File: src/rtl/variable_delay_line.sv
// variable_delay_line: strobe-qualified circular-buffer delay of 0..MAX_DELAY samples
// with flush and a fill counter that masks history not yet written.
module variable_delay_line #(
    parameter int WIDTH = 16,
    parameter int MAX_DELAY = 64,
    localparam int DW = $clog2(MAX_DELAY + 1)
) (
    input  logic                    clk,
    input  logic                    rst,
    input  logic signed [WIDTH-1:0] in1,
    input  logic                    in_valid,
    input  logic [DW-1:0]           delay,
    input  logic                    flush,
    output logic signed [WIDTH-1:0] out1,
    output logic                    out_valid,
    output logic                    out_primed
);
    localparam int AW = MAX_DELAY > 1 ? $clog2(MAX_DELAY) : 1;

    logic signed [WIDTH-1:0] mem [MAX_DELAY];
    logic [AW-1:0] wr_ptr;
    logic [DW-1:0] fill;
    logic [DW-1:0] d_eff;
    logic [DW:0]   rd_sum;
    logic [AW-1:0] rd;
    logic          primed;
    logic          accept;

    assign accept = in_valid && !flush;
    assign d_eff  = delay > DW'(MAX_DELAY) ? DW'(MAX_DELAY) : delay;
    // Bias by MAX_DELAY so the subtraction never underflows; D=MAX_DELAY lands on wr_ptr.
    assign rd_sum = (DW+1)'(wr_ptr) + (DW+1)'(MAX_DELAY) - (DW+1)'(d_eff);
    assign rd     = AW'(rd_sum >= (DW+1)'(MAX_DELAY) ? rd_sum - (DW+1)'(MAX_DELAY) : rd_sum);
    assign primed = d_eff == '0 || fill >= d_eff;

    // Storage is never reset; the fill counter hides stale entries.
    always_ff @(posedge clk) begin
        if (accept)
            mem[wr_ptr] <= in1;
    end

    always_ff @(posedge clk or posedge rst) begin
        if (rst) begin
            wr_ptr     <= '0;
            fill       <= '0;
            out1       <= '0;
            out_valid  <= 1'b0;
            out_primed <= 1'b0;
        end else if (flush) begin
            wr_ptr     <= '0;
            fill       <= '0;
            out1       <= '0;
            out_valid  <= 1'b0;
            out_primed <= 1'b0;
        end else if (in_valid) begin
            out1       <= d_eff == '0 ? in1 : primed ? mem[rd] : '0;
            out_primed <= primed;
            out_valid  <= 1'b1;
            wr_ptr     <= wr_ptr == AW'(MAX_DELAY - 1) ? '0 : wr_ptr + 1'b1;
            fill       <= fill == DW'(MAX_DELAY) ? fill : fill + 1'b1;
        end else begin
            out_valid  <= 1'b0;
        end
    end
endmodule
File: config.mk
export PLATFORM = sky130hd
export DESIGN_NAME = variable_delay_line
export DESIGN_NICKNAME = d
export VERILOG_FILES = /design/src/rtl/variable_delay_line.sv
export SDC_FILE = /design/constraint.sdc
export NUM_CORES = 1
export LEC_CHECK = 0
export ABC_AREA = 1
export CELL_PAD_IN_SITES_DETAIL_PLACEMENT = 0
export CELL_PAD_IN_SITES_GLOBAL_PLACEMENT = 1
export CORE_MARGIN = 1.5
export CORE_UTILIZATION = 30
export DETAILED_ROUTE_END_ITERATION = 12
export PLACE_DENSITY = 0.62
export SYNTH_ARGS = -nofsm -noshare
export SYNTH_HDL_FRONTEND = slang
export SYNTH_SLANG_ARGS = --single-unit
export TNS_END_PERCENT = 50
File: constraint.sdc
create_clock -name clk -period 3.4 [get_ports clk]
set_input_delay 0.51 -clock clk [delete_from_list [all_inputs] [get_ports clk]]
set_output_delay 0.51 -clock clk [all_outputs]
set_load 0.01 [all_outputs]
# After elaboration in Yosys (flattened, before gate mapping)
# Memories as Yosys holds them, arrays and structs flattened.
# Cells that the tools add are included.
# Widths: inputs -> output; s select.
[word_totals] romBits=0 latchBits=0 input_bits=27 wordCells=41 mem_bits_rw=1024 register_bits=31 output_inout_bits=18 mem_count=1
[memory_table] name="mem" depth=64 word_bits=16 rd=1 rd_clocked_by_memory_dff=0 write_ports=1 line="20" source="logic signed [WIDTH-1:0] mem [MAX_DELAY];"
[op_classes] div_mod_pow=0 n_eq_ne=3 order_cmp=3 bitwise=0 n_reduce_logical=6 shifts=0 multipliers=0 addsub=5 n_mux=18
[ops] cell="$mux 16" n=4
[ops] cell="$mux 7" n=4
[ops] cell="$mux 6" n=4
[ops] cell="$add 6x7->8 const B" n=1
[ops] cell="$ge 8x7->1 const B" n=1
[ops] cell="$sub 8x7->8" n=1
[ops] cell="$add 7x1->7 const B" n=1
[ops] cell="$eq 7x7->1 const B" n=1
[ops] cell="$ge 7x7->1" n=1
[ops] cell="$gt 7x7->1 const B" n=1
[ops] cell="$logic_not 7->1" n=1
[ops] cell="$add 6x1->6 const B" n=1
[ops] cell="$eq 6x6->1 const B" n=1
[ops] cell="$mux 1" n=6
[ops] cell="$sub 6x1->6 const B" n=1
[ops] cell="$ne 2x2->1 const B" n=1
[ops] cell="$reduce_and 2->1" n=1
[ops] cell="$reduce_bool 2->1" n=1
[ops] cell="$logic_and 1x1->1" n=1
[ops] cell="$logic_not 1->1" n=1
[ops] cell="$logic_or 1x1->1" n=1

# Longest topological paths before layout
# Gate-level depths: netlist of run 1.
# An unclocked memory read counts as a cell.
[depth] word_depth=10 mapped_depth=18 depth_no_buf=17

# Worst setup path before layout of run 1
# OpenSTA, ideal clock, no wires.
[synth_path] path_type="input to register" startpoint="in delay[6]" endpoint="reg out1[2]" t_arrival_ps=2655 cell_stages=17 setup_ps=117 t_required_ps=3283 slack_ps=627 path_buffers=3 path_cell_list="inv_2 nand3_4 inv_1 fa_1 clkbuf_1 inv_1 clkbuf_1 clkbuf_1 nand3_1 nand3_1 nand3_1 nand3_1 nand3_1 nand3_1 nand2_1 nand2_1 nand2_1"
[synth_via] elab_chain_len=10 elab_cells_between_ends=14 classes_between="2 x add/sub; 3 x order compare; 6 x mux; 2 x reduce/logical; 1 x memory"
[synth_rtl] element="start: declaration" line="12" source="input logic [DW-1:0] delay,"
[synth_rtl] element="$gt 7x7->1" line="30" source="assign d_eff = delay > DW'(MAX_DELAY) ? DW'(MAX_DELAY) : delay;"
[synth_rtl] element="$mux 7 *" line="30"
[synth_rtl] element="$sub 8x7->8" line="32" source="assign rd_sum = (DW+1)'(wr_ptr) + (DW+1)'(MAX_DELAY) - (DW+1)'(d_eff);"
[synth_rtl] element="$ge 8x7->1 / $sub 6x1->6 (equally long branches)" line="33" source="assign rd = AW'(rd_sum >= (DW+1)'(MAX_DELAY) ? rd_sum - (DW+1)'(MAX_DELAY) : rd_sum);"
[synth_rtl] element="$mux 6" line="33"
[synth_rtl] element="$mem_v2 64x16"
[synth_rtl] element="$mux 16" line="56" source="out1 <= d_eff == '0 ? in1 : primed ? mem[rd] : '0;"
[synth_rtl] element="$mux 16 *" line="56"
[synth_rtl] element="$mux 16 *" line="55" source="end else if (in_valid) begin"
[synth_rtl] element="$mux 16 *" line="49" source="end else if (flush) begin"
[synth_rtl] element="end signal: assignment" line="56"
[synth_rtl] element="end: declaration" line="14" source="output logic signed [WIDTH-1:0] out1,"
# Mark *: on every way between the ends. The rest lies on a longest branch, timed or not. The select of a mux whose other input is x is not followed.
# A chain may end at the register's enable or synchronous reset.

# Final worst setup path of run 1
[layout_path] startpoint="reg wr_ptr[0]" endpoint="reg out1[4]"
[layout_via] elab_chain_len=9 elab_cells_between_ends=10 classes_between="3 x add/sub; 1 x order compare; 5 x mux; 1 x memory"
[layout_rtl] element="start: declaration" line="21" source="logic [AW-1:0] wr_ptr;"
[layout_rtl] element="start signal: assignment" line="59" source="wr_ptr <= wr_ptr == AW'(MAX_DELAY - 1) ? '0 : wr_ptr + 1'b1;"
[layout_rtl] element="$add 6x7->8 *" line="32"
[layout_rtl] element="$sub 8x7->8 *" line="32"
[layout_rtl] element="$ge 8x7->1 / $sub 6x1->6 (equally long branches)" line="33"
[layout_rtl] element="$mux 6 *" line="33"
[layout_rtl] element="$mem_v2 64x16 *"
[layout_rtl] element="$mux 16 * (2 in series)" line="56"
[layout_rtl] element="$mux 16 *" line="55"
[layout_rtl] element="$mux 16 *" line="49"
# Marked as above.

==> metrics.md, run 1 <==
| Metric | Value |
|---|---|
| Via count | 29,870 |
| Initial DRC Count | 3,227 |
| Syn Nets | 3,673 |
| Clock Latency Late Sink | 700 ps |
| Nets | 3,930 |
| Slew headroom | 0.3083 |
| Critical path type | reg -> reg |
| Mean post-synth cell area | 11.90 sq um |
| CTS tree | yes |
| Worst Path Max Fanout | 36 |
| Yosys warning total | 0 |
| Clock sink count | 1,055 |
| Largest net degree at the start of global routing | 50 |
| Dominant synthesized flop cell | edfxtp_1 |
| Starting Density | 0.3016 |
| Root buf cell | clkbuf_16 |
| Clk_skew | 35.18 ps |
| Final Setup Violations | 0 |
| First-pass GRT wire length | 207.2 mm |
| Fin Setup TNS | 0 ps |
| Tightest Pin Transition | 1038 ps |
| Async SR Flop Fraction | 0.02938 |
| Htree depth | 3 |
| Worst-path clk slew | 60 ps |
| Synth cell types | 36 |
| Adder-cell area share of the yosys netlist | 0.004517 |
| Max_cap viols | 0 |
| All-Layer GR Usage | 0.1924 |
| Fmax | 304.0 MHz |
| Hold Vio Cnt, Final | 0 |
| Minimum clock period after layout | 3290 ps |
| Total grt overflow | 0 |
| Post-synth EDFFs | 1,024 |
| Hold Crit Class | in -> reg |
| Core area | 143,300 sq um |
| Count leader, synth | nand3_1 |
| Port bufs | 44 |
| Vias in the first global route | 28,760 |
| DRT Pass-1 Iters | 5 |
| DR WL/cell | 24.30 microns |
| Final HPWL DP | 89.64 mm |
| Routed Antenna Nets | 0 |
| Share of cells above drive strength 1 | 0.1317 |
| Mux contribution to synthesized area | 0 |
| Dominant cell type by area after synthesis | edfxtp_1 |
| Die H | 382.5 microns |
| Status | complete, no violations |
| Synth-to-layout area growth | 19.76% |
| Slew Viols, Final | 0 |
| CP Buf/Inv Count | 5 |
| Flop and latch count out of synthesis | 1,055 |
| Initial antenna violation count | 9 |
| Fin crit share | 0.9676 |
| Share of the synthesized area in the top cell type | 0.7115 |
| Main combinational cell family by area after synthesis | simple AND/OR/NAND/NOR gates |
| Simple-Gate Fraction of Synth Area | 0.2309 |
| Fin util | 0.3612 |
| CP most frequent cell | nand3_1 |
| Synthesized area | 43,220 sq um |
| Family with the most delay on the worst path | simple AND/OR/NAND/NOR gates |
| Maximum root-to-sink buffer count | 3 |
| Post-synthesis xor/xnor area fraction | 0.001534 |
| Ports | 45 |
| Worst Setup Start Kind | register |
| Mapped Cells | 3,631 |
| DIE AREA | 146,300 sq um |
| DRC violations left | 0 |
| Drt via density | 5.082 |
| Top cells by count, synth | 1,138 x nand3_1, 1,024 x edfxtp_1, 1,024 x nand2_1 |
| Chip Width | 382.5 microns |
| Pwr dens | 623.1 nW/um^2 |
| Crit-path slowest cell | fa_4 |
| Row count | 139 |
| CP required | 4000 ps |
| Arrival @ worst endpoint | 3890 ps |
| CTS buffer count | 112 |
| Synth top area cells | edfxtp_1 71%, nand3_1 13%, nand2_1 8.9% |
| DRT Wirelength | 142.8 mm |
| Synth Area in Compound Gates | 0.004082 |
| RSZ-0062 raised after global routing | false |
| Overall power | 32.25 mW |
| Crit-path max cell delay | 920 ps |
| Leak | 18.35 nW |
| Gpl congestion | 0.8812 |
| Post-synthesis sequential area ratio | 0.7295 |
| Peak supply drop | 383.0 uV |
| Crit-path cells | inv_2 -> nand3_4 -> inv_1 -> fa_4 -> buf_12 -> buf_12 -> nand3_1 -> nand3_1 -> buf_4 -> nand3_1 -> nand3_1 -> nand3_1 -> nand3_1 -> nand2_1 -> nand2_1 -> nand2_1 |
| Crit. End Element | register |
==> worst paths after layout <==
kind / from / end / slack, ps / cells past startpoint
max in group asynchronous: rst / out1[9]$_DFFE_PP0P_ / 2760 / 3
min: in1[15] / mem[8][15]$_DFFE_PP_ / 230 / 1
max: wr_ptr[0]$_DFFE_PP0P_ / out1[4]$_DFFE_PP0P_ / 110 / 16
max reg2reg: wr_ptr[0]$_DFFE_PP0P_ / out1[4]$_DFFE_PP0P_ / 110 / 16
min in group asynchronous: rst / fill[0]$_DFFE_PP0P_ / 250 / 3
min reg2reg: out_primed$_DFFE_PP0P_ / out_primed$_DFFE_PP0P_ / 500 / 2
==> logic make-up after synthesis <==
kind of cell             after synthesis
AND/OR/NAND/NOR                     2259
flip-flops                          1055
buffers and inverters                267
AO/OA/AOI/OAI                         30
adder cells (fa/ha/maj)               15
XOR/XNOR                               5
==> power by group <==
part           internal (mW)  total, mW  switching [mW]
clock network           6.41       11.4            4.99
logic                   2.19       6.51            4.32
registers               14.3       14.3          0.0366
total                   22.9       32.3            9.35
==> cell usage in the layout, fill, tap and decap left out, types with 9 or more instances in the layout <==
cell | netlist | layout
buf_4 | 20 | 259
clkinv_2 | 0 | 11
clkbuf_1 | 109 | 26
nor2_2 | 0 | 14
inv_1 | 27 | 25
clkinv_1 | 1 | 37
o21ai_0 | 13 | 13
dfrtp_1 | 31 | 31
a21oi_1 | 10 | 9
nand3_1 | 1138 | 1137
clkbuf_16 | 0 | 116
nand2_1 | 1024 | 1022
ha_1 | 14 | 13
edfxtp_1 | 1024 | 1024
buf_12 | 0 | 71
clkdlybuf4s50_1 | 0 | 28
nor2_1 | 74 | 60
buf_2 | 80 | 16
==> layer usage <==
metal	GRT usage	routed length, microns
met3	0.02384	9050
met5	0	32
met1	0.2691	62230
met2	0.3052	66100
met4	0.07260	5422
==> final cells by class <==
class / instances / area [sq um]
fill: 13980 / 91550
inverter: 31 / 128.9
clock buffer: 141 / 2975
multi-input combinational: 2309 / 10530
timing repair buffer: 379 / 3845
sequential: 1055 / 31530
clock inverter: 55 / 357.8
antenna: 4 / 10.01
tap: 1903 / 2381
==> registers in the layout (all words and copies together) (netlist names) <==
| register | cells |
|---|---|
| fill | 7 |
| out1 | 16 |
| out_valid | 1 |
| out_primed | 1 |
| wr_ptr | 6 |
| mem | 1024 |
==> timing repair <==
| item | 4_1_cts | 5_1_grt |
|---|---|---|
| gates resized for setup | 0 | 9 |
| buffers inserted | 0 | 0 |
| hold buffers | 0 | 0 |
| endpoints found under the setup margin | 0 | 16 |
==> through the flow <==
stage,area (sq um),hold WS [ps],setup slack (ps),std cells
finish,51760,229.1,110.1,5877
global route,51750,209.0,0.1439,5873
CTS,51680,195.4,110.8,5872
detailed placement,48340,489.9,-577.6,5676
global placement,48340,470.6,-593.9,5676
floorplan,43220,490.6,627.5,3631
==> worst reg2reg max path, cell delays in order, from the launching register on <==
cell and delay [ps]:
dfrtp_1 360, inv_2 90, nand3_4 70, inv_1 70
fa_4 920, buf_12 260, buf_12 220, nand3_1 100
nand3_1 70, buf_4 100, nand3_1 140, nand3_1 280
nand3_1 190, nand3_1 120, nand2_1 80, nand2_1 60
nand2_1 50
Note: power is estimated with default switching activity, not from simulation.
==> run 2: changes to the inputs <==
- CORE_ASPECT_RATIO: default -> 0.75
==> metrics.md, run 2 (synthesis gave the netlist of run 1 again) <==
| Metric | Value |
|---|---|
| Commonest non-fill, non-tap cell in the layout | nand3_1 |
| Port bufs | 44 (unchanged) |
| Final Setup Violations | 0 (unchanged) |
| Ports | 45 (unchanged) |
| Setup slack after layout | 134.3 ps (+24.18 ps) |
| Tightest Pin Transition | 1124 ps (+86.06 ps) |
| Synth-to-layout area growth | 19.92% |
| Crit. End Element | register |
| Place WS | -535.7 ps (+41.99 ps) |
| Gpl congestion | 0.8832 (+0.23%) |
| Clk_skew | 31.88 ps (-3.303 ps) |
| RSZ-0062 raised after global routing | false |
| Htree depth | 3 (unchanged) |
| Crit-path slowest cell | fa_4 |
| Fin crit share | 0.9605 (-0.007111) |
| Overall power | 31.92 mW (-1.0%) |
| Worst Path Max Fanout | 12 (-67%) |
| CP most frequent cell | nand3_1 |
| Fin util | 0.3626 (+0.001408) |
| Slew headroom | 0.2509 (-0.05737) |
| DR WL/cell | 24.11 microns (-0.82%) |
| Clock Latency Late Sink | 720 ps (+20 ps) |
| DRT Wirelength | 142.0 mm (-0.62%) |
| Non-Filler Instances | 5,889 (+0.20%) |
| Worst-path clk slew | 60 ps (about the same) |
| Family with the most delay on the worst path | buffers and inverters |
| Crit-path max cell delay | 910 ps (about the same) |
| Most frequent cells in the layout | 1,136 x nand3_1, 1,024 x edfxtp_1, 1,022 x nand2_1 |
| Slew Viols, Final | 0 (unchanged) |
| Total grt overflow | 0 (unchanged) |
| Hold Crit Class | in -> reg |
| Status | complete, no violations |
| Peak supply drop | 417.2 uV (+8.9%) |
| CTS tree | yes |
| Share of cells above drive strength 1 | 0.1379 (+0.006184) |
| Maximum root-to-sink buffer count | 3 (unchanged) |
| Pwr dens | 616.0 nW/um^2 (-1.1%) |
| Vias in the first global route | 28,430 (-1.1%) |
| Root buf cell | clkbuf_16 |
| Inst Count DP | 5,704 (+0.49%) |
| Max_cap viols | 0 (unchanged) |
| Max reg flops | 1,024 (unchanged) |
| Drt via density | 5.101 (+0.36%) |
| Leak | 18.44 nW (+0.51%) |
| Via count | 30,040 (+0.57%) |
| Chip Width | 441.3 microns (+15%) |
| Hold Vio Cnt, Final | 0 (unchanged) |
| DRC violations left | 0 (unchanged) |
| CTS buffer count | 99 (-12%) |
| DIE AREA | 146,400 sq um (about the same) |
| Nets | 3,956 (+0.66%) |
| Crit-path cells | clkdlybuf4s50_1 -> inv_2 -> nand3_4 -> inv_1 -> fa_4 -> clkinv_8 -> buf_4 -> buf_4 -> nand3_1 -> nand3_1 -> nand3_1 -> nand3_1 -> nand3_1 -> nand3_1 -> nand2_1 -> nand2_1 -> nand2_1 |
| Clock sink count | 1,055 (unchanged) |
| CP required | 4050 ps (+50 ps) |
| CP Buf/Inv Count | 6 (+1) |
| Arrival @ worst endpoint | 3910 ps (+20 ps) |
| Core area | 142,900 sq um (-0.26%) |
| # fillers | 13,910 (-0.47%) |
| DRT Pass-1 Iters | 7 (+2) |
| Die H | 331.7 microns (-13%) |
| Largest regs | mem x1024, out1 x16, fill x7 |
| Final Hold Slack | 91.06 ps (-138.1 ps) |
| Initial DRC Count | 3,697 (+15%) |
| Minimum clock period after layout | 3266 ps (-24.18 ps) |
| All-Layer GR Usage | 0.1919 (-0.0004861) |
| Starting Density | 0.3023 (+0.0007814) |
| Largest net degree at the start of global routing | 56 (+12%) |
| Row count | 120 (-14%) |
| Routed Antenna Nets | 0 (unchanged) |
| Critical path type | in -> reg |
| Initial antenna violation count | 7 (-2) |
| Fmax | 306.2 MHz (+0.74%) |
| Worst Setup Start Kind | primary input |
| Register with the most flip-flops | mem |
| First-pass GRT wire length | 205.3 mm (-0.91%) |
| Final HPWL DP | 89.99 mm (+0.39%) |
-- run 2: cell count changes in the layout (fill, tap and decap cells not counted), sizes merged, moves of 2 or more --
| cell | change |
|---|---|
| bufinv | +2 |
| inv | +2 |
| buf | +40 |
| clkinv | -10 |
| clkbuf | -10 |
-- run 2: power by group --
part	switching (mW)	total [mW]	internal, mW
combinational	4.32	6.62	2.30
sequential	0.0325	14.3	14.3
clock	4.98	11.0	5.99
-- run 2: final timing paths --
| check | startpoint | endpoint | slack, ps | cells after the start |
|---|---|---|---|---|
| worst min register to register | out_primed$_DFFE_PP0P_ | out_primed$_DFFE_PP0P_ | 490 | 2 |
| worst max-delay path | delay[6] | out1[9]$_DFFE_PP0P_ | 130 | 17 |
| min in group asynchronous | rst | out_valid$_DFF_PP0_ | 210 | 3 |
| worst min-delay path | in1[0] | mem[51][0]$_DFFE_PP_ | 90 | 1 |
| worst max register to register | wr_ptr[0]$_DFFE_PP0P_ | out1[9]$_DFFE_PP0P_ | 140 | 16 |
| max in group asynchronous | rst | out1[4]$_DFFE_PP0P_ | 2830 | 3 |
-- run 2: area by class of cell --
class,count,area (sq um),share of cell area
timing repair buffer,418,4169,0.08044
sequential,1055,31530,0.6083
inverter,31,131.4,0.002535
antenna,3,7.507,0.0001449
tap,1891,2366,0.04565
clock inverter,50,439.2,0.008474
multi-input combinational,2309,10510,0.2028
clock buffer,132,2674,0.05159
-- run 2: what timing repair did --
action	4_1_cts	5_1_grt
hold buffers	0	0
endpoints found under the setup margin	0	7
buffers inserted	0	0
resized for setup	0	5
-- run 2: routing by layer --
metal / GRT usage / vias up / part of all wire / wire length, microns
met5: 0 / - / 0 / 0
met4: 0.04504 / 0 / 0.021 / 2947
met3: 0.02929 / 165 / 0.075 / 10630
met2: 0.2831 / 1165 / 0.44 / 62310
met1: 0.2939 / 15100 / 0.47 / 66070
li1: - / 13610 / - / -
-- run 2: per-stage QoR --
step / instance area [sq um] / setup TNS (ps)
after floorplan: 43220 / 0
after global placement: 48680 / -8016
after detailed placement: 48680 / -7346
after CTS: 51790 / 0
after global routing: 51820 / 0
final: 51820 / 0
-- run 2: worst register-to-register path, stage by stage, from the launching register on --
cell,delay [ps]
dfrtp_1,360
inv_2,60
nand3_4,50
inv_1,70
fa_4,910
clkinv_8,190
buf_4,210
buf_4,180
nand3_1,90
nand3_1,200
nand3_1,180
nand3_1,240
nand3_1,190
nand3_1,90
nand2_1,70
nand2_1,50
nand2_1,60
